**src/rtl/fetch_control.sv**
```systemverilog
// Instruction-fetch sequencer: owns the PC, picks the next-PC source, drives
// the IF/ID and ID/EX squash/enable controls, and tracks halt, stalls and retired fetches.
//
// state   | meaning
// --------+---------------------------------------------------
// S_BOOT  | one cycle after reset, PC holds RESET_PC
// S_RUN   | normal fetch, next-PC chosen by priority
// S_HALTED| halt word seen, fetch frozen until reset
module fetch_control #(
  parameter logic [31:0] RESET_PC   = 32'h0000_0000,
  parameter logic [31:0] HALT_INSTR = 32'hFFFF_FFFF,
  parameter int unsigned STALL_MAX  = 16
) (
  input  logic        i_clk,
  input  logic        i_rst,
  input  logic        i_stall,
  input  logic        i_branch_taken,
  input  logic [31:0] i_branch_target,
  input  logic        i_jump,
  input  logic [31:0] i_jump_target,
  input  logic [31:0] i_if_out_pc,
  input  logic [31:0] i_instr,
  output logic [31:0] o_pc,
  output logic        o_if_id_write,
  output logic        o_flush_if_id,
  output logic        o_flush_id_ex,
  output logic        o_halted,
  output logic        o_align_err,
  output logic        o_stall_err,
  output logic [31:0] o_fetch_count
);

  typedef enum logic [1:0] {S_BOOT, S_RUN, S_HALTED} state_t;

  localparam logic [7:0] STALL_LIMIT = 8'(STALL_MAX);

  state_t      r_state;
  logic [31:0] r_pc;
  logic [31:0] r_fetch_count;
  logic [7:0]  r_stall_cnt;
  logic        r_halted;
  logic        r_stall_err;

  logic        w_run;
  logic        w_branch;
  logic        w_jump;
  logic        w_redirect;
  logic [31:0] w_target;
  logic        w_halt;
  logic        w_stall;
  logic        w_accept;
  logic [7:0]  w_stall_cnt_next;

  // Branch beats jump beats halt beats stall; a branch means everything younger is wrong-path.
  assign w_run      = (r_state == S_RUN);
  assign w_branch   = w_run & i_branch_taken;
  assign w_jump     = w_run & i_jump & ~i_branch_taken;
  assign w_redirect = w_branch | w_jump;
  assign w_target   = w_branch ? i_branch_target : i_jump_target;
  assign w_halt     = w_run & ~w_redirect & (i_instr == HALT_INSTR);
  assign w_stall    = w_run & ~w_redirect & ~w_halt & i_stall;
  assign w_accept   = w_run & ~w_redirect & ~w_halt & ~i_stall;

  assign w_stall_cnt_next = !w_stall              ? 8'd0 :
                            (r_stall_cnt == 8'hFF) ? 8'hFF :
                                                     r_stall_cnt + 8'd1;

  assign o_if_id_write = w_accept | w_redirect;
  assign o_flush_if_id = ~w_run | w_redirect | w_halt;
  assign o_flush_id_ex = w_branch;
  assign o_align_err   = w_redirect & (w_target[1:0] != 2'b00);

  assign o_pc          = r_pc;
  assign o_halted      = r_halted;
  assign o_stall_err   = r_stall_err;
  assign o_fetch_count = r_fetch_count;

  always_ff @(posedge i_clk or posedge i_rst) begin
    if (i_rst) begin
      r_state       <= S_BOOT;
      r_pc          <= RESET_PC;
      r_fetch_count <= 32'd0;
      r_stall_cnt   <= 8'd0;
      r_halted      <= 1'b0;
      r_stall_err   <= 1'b0;
    end else begin
      r_stall_cnt <= w_stall_cnt_next;
      if (w_stall_cnt_next >= STALL_LIMIT) r_stall_err <= 1'b1;
      case (r_state)
        S_BOOT: r_state <= S_RUN;
        S_RUN: begin
          if (w_redirect) begin
            r_pc <= {w_target[31:2], 2'b00};
          end else if (w_halt) begin
            r_state  <= S_HALTED;
            r_halted <= 1'b1;
          end else if (w_accept) begin
            r_pc          <= i_if_out_pc;
            r_fetch_count <= r_fetch_count + 32'd1;
          end
        end
        S_HALTED: r_state <= S_HALTED;
        default:  r_state <= S_BOOT;
      endcase
    end
  end

endmodule

```
**config.mk**
```make
export PLATFORM = sky130hd
export DESIGN_NAME = fetch_control
export DESIGN_NICKNAME = d
export VERILOG_FILES = /design/src/rtl/fetch_control.sv
export SDC_FILE = /design/constraint.sdc
export NUM_CORES = 1
export LEC_CHECK = 0
export BUFFER_PORTS_ARGS = -buffer_cell sky130_fd_sc_hd__buf_2
export CAP_MARGIN = 20
export CELL_PAD_IN_SITES_DETAIL_PLACEMENT = 1
export CELL_PAD_IN_SITES_GLOBAL_PLACEMENT = 1
export CORE_UTILIZATION = 33
export DETAILED_ROUTE_END_ITERATION = 8
export PLACE_DENSITY_LB_ADDON = 0.1
export SLEW_MARGIN = 10
export SYNTH_ARGS = -nofsm -noshare
export SYNTH_HDL_FRONTEND = slang
export SYNTH_SLANG_ARGS = --single-unit
export TNS_END_PERCENT = 30
```
**constraint.sdc**
```tcl
create_clock -name i_clk -period 2.85 [get_ports i_clk]
set_input_delay 0.285 -clock i_clk [delete_from_list [all_inputs] [get_ports i_clk]]
set_output_delay 0.285 -clock i_clk [all_outputs]
set_load 0.01 [all_outputs]
```
==> out/results.ini <==
[logic_synthesis]
ys_ff_latch=76
synth_flop_cell=dfrtp_1
synth_enable_flop_cells=0
syn_inst=421
synth_top_area_share_pct=46.6
async_flop_share_pct=100
ys.warnings.count=0
seq_area_frac_synth_pct=46.6
ys_types=41
synth_area_um2=4080
syn-num-nets=558
synthTopCellsByArea=dfrtp_1, xnor2_1, a22oi_1
yosys.area.top_type=dfrtp_1
synth_area_per_cell_um2=9.70

[floorplan]
initial_core_util_pct=34.0
chipWidth_um=113
core_um2=12000
die-area_um2=12800
die_y_um=113
num_rows=40
ios=203

[run]
cap_violations=0

[timing]
finalSetupTns_ns=0
finalCritPeriodShare_pct=81.0
relSlewSlack_pct=36.0
worst_slew_pin_slew_ns=0.960
finalClockSkew_ns=0.00631
period_minus_slack_ns=2.31
hold_viol=0
fmax_mhz=433
final.setup.worst_slack_ns=0.542
finalSetupViolCount=0
finalMaxSlewViolations=0
rsz0062_at_grt=false

[setup_path]
crit_arrival_ns=2.02
crit_fanout=14
r2r_cells=7
endpoint_kind=output port
cp_cell_sequence=ha_1, nand2_1, a211oi_4, nor2_2, inv_1, buf_2
critPathKind=register to output port
cp_slowest_cell=nor2_2
rr_startpoint=r_state[1]$_DFFE_PP0P_
r2r_slack_ns=0.68
crit_path_max_incr_delay_ns=0.48
worstPathRequired_ns=2.57
r2r_end=o_fetch_count[25]$_DFFE_PP0P_
startpoint_type=register

[cells_and_area]
layout.nets=758
diodes=0
drive_gt1_share_pct=38.5
final_cells=773
syn_to_final_growth_pct=35.9

[placement]
io_buffers=202
place_ws_ns=0.559
place_congestion=0.823
dp.cells=757
dp_hpwl_um=9770

[clocking]
cts.sinks=76
path_clk_slew_ns=0.06
post-cts-setup-buffers=0
cts-hold-fix-buffers=0
htreeDepth=3
cts_tree=built
cts_buffers=9
cts_root_buffer=clkbuf_16
clk_latency_ns=0.34
cts_buffer_depth=2
postCtsResizedCells=0

[route]
detail_route.first_pass.iterations=4
drt-initial-drc-count=199
antenna_left=0
wire_per_inst_um=16.4
routed_wl_um=12700
vias=3915
drc_errors=0
viasPerCell=5.06

[grt]
grt_max_degree=77
grt_pass1_wl_um=20600
grt_antenna_before_repair=2
grt_pass1_vias=4190
grt.total_usage_pct=20.7
grt_overflow=0

[power_and_ir_drop]
vdd_drop_max_mv=0.354
power_switching_w=0.000775
power_density_nw_per_um2=524
leakage_nw=2.81
clockPowerShare_pct=41.8
p_seq_share_pct=41.8
comb_power_share_pct=16.4
p_int_w=0.00213
switching_share_pct=26.7

[worst_hold_path]
hold_end=o_pc[1]$_DFFE_PP0P_
min_from=i_if_out_pc[1]
holdPathStages=3
hp-class=input pin to register

[outcome]
outcome=finished, final reports clean

-- flip-flops by register name, summed over array words and instances (netlist names) --
register and flops:
o_pc 32, o_halted 1, o_fetch_count 32, r_stall_cnt 8, o_stall_err 1, r_state 2
-- how the worst max path moves through the flow --
stage | slack [ns] | endpoint | from
finish | 0.54 | o_if_id_write | r_state[0]$_DFFE_PP0P_
global route | 0.33 | o_if_id_write | r_state[1]$_DFFE_PP0P_
CTS | 0.50 | o_if_id_write | r_state[0]$_DFFE_PP0P_
detailed placement | 0.56 | o_pc[22]$_DFFE_PP0P_ | i_instr[15]
global placement | 0.61 | o_pc[27]$_DFFE_PP0P_ | i_instr[15]
floorplan | 0.63 | o_fetch_count[0]$_DFFE_PP0P_ | i_rst
-- cell usage in the layout, fill, tap and decap left out, types with 2 or more instances in the layout --
cell type	instances
and2_1	4
xnor2_1	31
buf_2	202
nor2_1	4
and4b_1	2
bufinv_16	2
xor2_1	2
clkbuf_16	9
nor4_4	2
nand3b_1	30
nor4_1	3
ha_1	4
clkinv_2	4
nand4_1	27
a22oi_1	30
o21ai_0	31
buf_4	10
inv_1	38
dfrtp_1	76
a211oi_2	2
nor3_1	2
nand2_1	22
nor3b_1	2
o21bai_1	2
and4_1	3
nand3_1	17
a21oi_1	39
mux2_1	2
and3_1	9
-- synth_stat cells (2+ instances only) --
master and count:
o21bai_1 2, dfrtp_1 76, a21oi_1 39, nor3_1 2
and4_1 3, buf_6 3, nor3b_1 2, buf_4 4
nand3_1 17, and3_1 9, mux2_1 2, nor2_1 4
nand3b_1 30, clkbuf_1 12, nand2_1 22, and4b_1 2
a22oi_1 30, a211oi_2 2, nand4_1 27, ha_1 4
nor4_1 3, xor2_1 2, nor4_4 2, and2_1 4
o21ai_0 31, inv_1 39, buf_1 3, xnor2_1 31
nor2b_1 2
-- power groups by stage --
stage               Combinational (W)  Sequential, W  Clock [W]
detailed placement           0.000489        0.00123          0
finish                       0.000478        0.00121    0.00122
CTS                          0.000490        0.00122    0.00125
floorplan                    0.000203        0.00126          0
global placement             0.000478        0.00123          0
global route                 0.000538        0.00123    0.00128
-- cells by family (layout without fill, tap and decap cells) --
| family | after synthesis | after routing | synth area share, % |
|---|---|---|---|
| xor+xnor | 33 | 33 | 7.08 |
| fa+ha+maj | 4 | 4 | 1.23 |
| buf+inv | 62 | 267 | 6.65 |
| simple gates | 133 | 133 | 20.7 |
| flops | 76 | 76 | 46.6 |
| mux | 2 | 2 | 0.552 |
| compound gates | 111 | 111 | 17.3 |
-- worst max-delay path, delay by kind of cell, from the launching register on --
family	cells	cell delay, ns
DFF	1	0.40
adders and majority gates	1	0.27
AOI/OAI and AO/OA	1	0.08
and+or+nand+nor	2	0.70
buffers and inverters	2	0.23
-- routing by layer --
metal | track usage, % | vias to the layer above | wire, µm
met5 | 0 | - | 10
met4 | 7.54 | 2 | 248
met3 | 5.68 | 23 | 728
met2 | 36.5 | 130 | 6430
met1 | 23.9 | 1856 | 5290
li1 | - | 1904 | -
-- area by class of cell --
cell class                      instances  area [µm²]
Multi-Input combinational cell        283        1910
Inverter                               39         148
Clock inverter                          7        91.3
Sequential cell                        76        1900
Fill cell                            1447        6460
Tap cell                              147         184
Clock buffer                            9         225
Timing Repair Buffer                  212        1090
-- per-stage QoR --
stage / total power (W) / cell area [µm²] / utilization (%) / hold slack [ns]
after CTS: 0.00295 / 5550 / 46.2 / 0.168
after global placement: 0.00171 / 5230 / 43.6 / 0.460
after detailed placement: 0.00172 / 5230 / 43.6 / 0.466
final: 0.00291 / 5550 / 46.2 / 0.183
after floorplan: 0.00146 / 4080 / - / 0.416
after global routing: 0.00305 / 5550 / 46.2 / 0.181
Power figures use the tool's default switching activity.
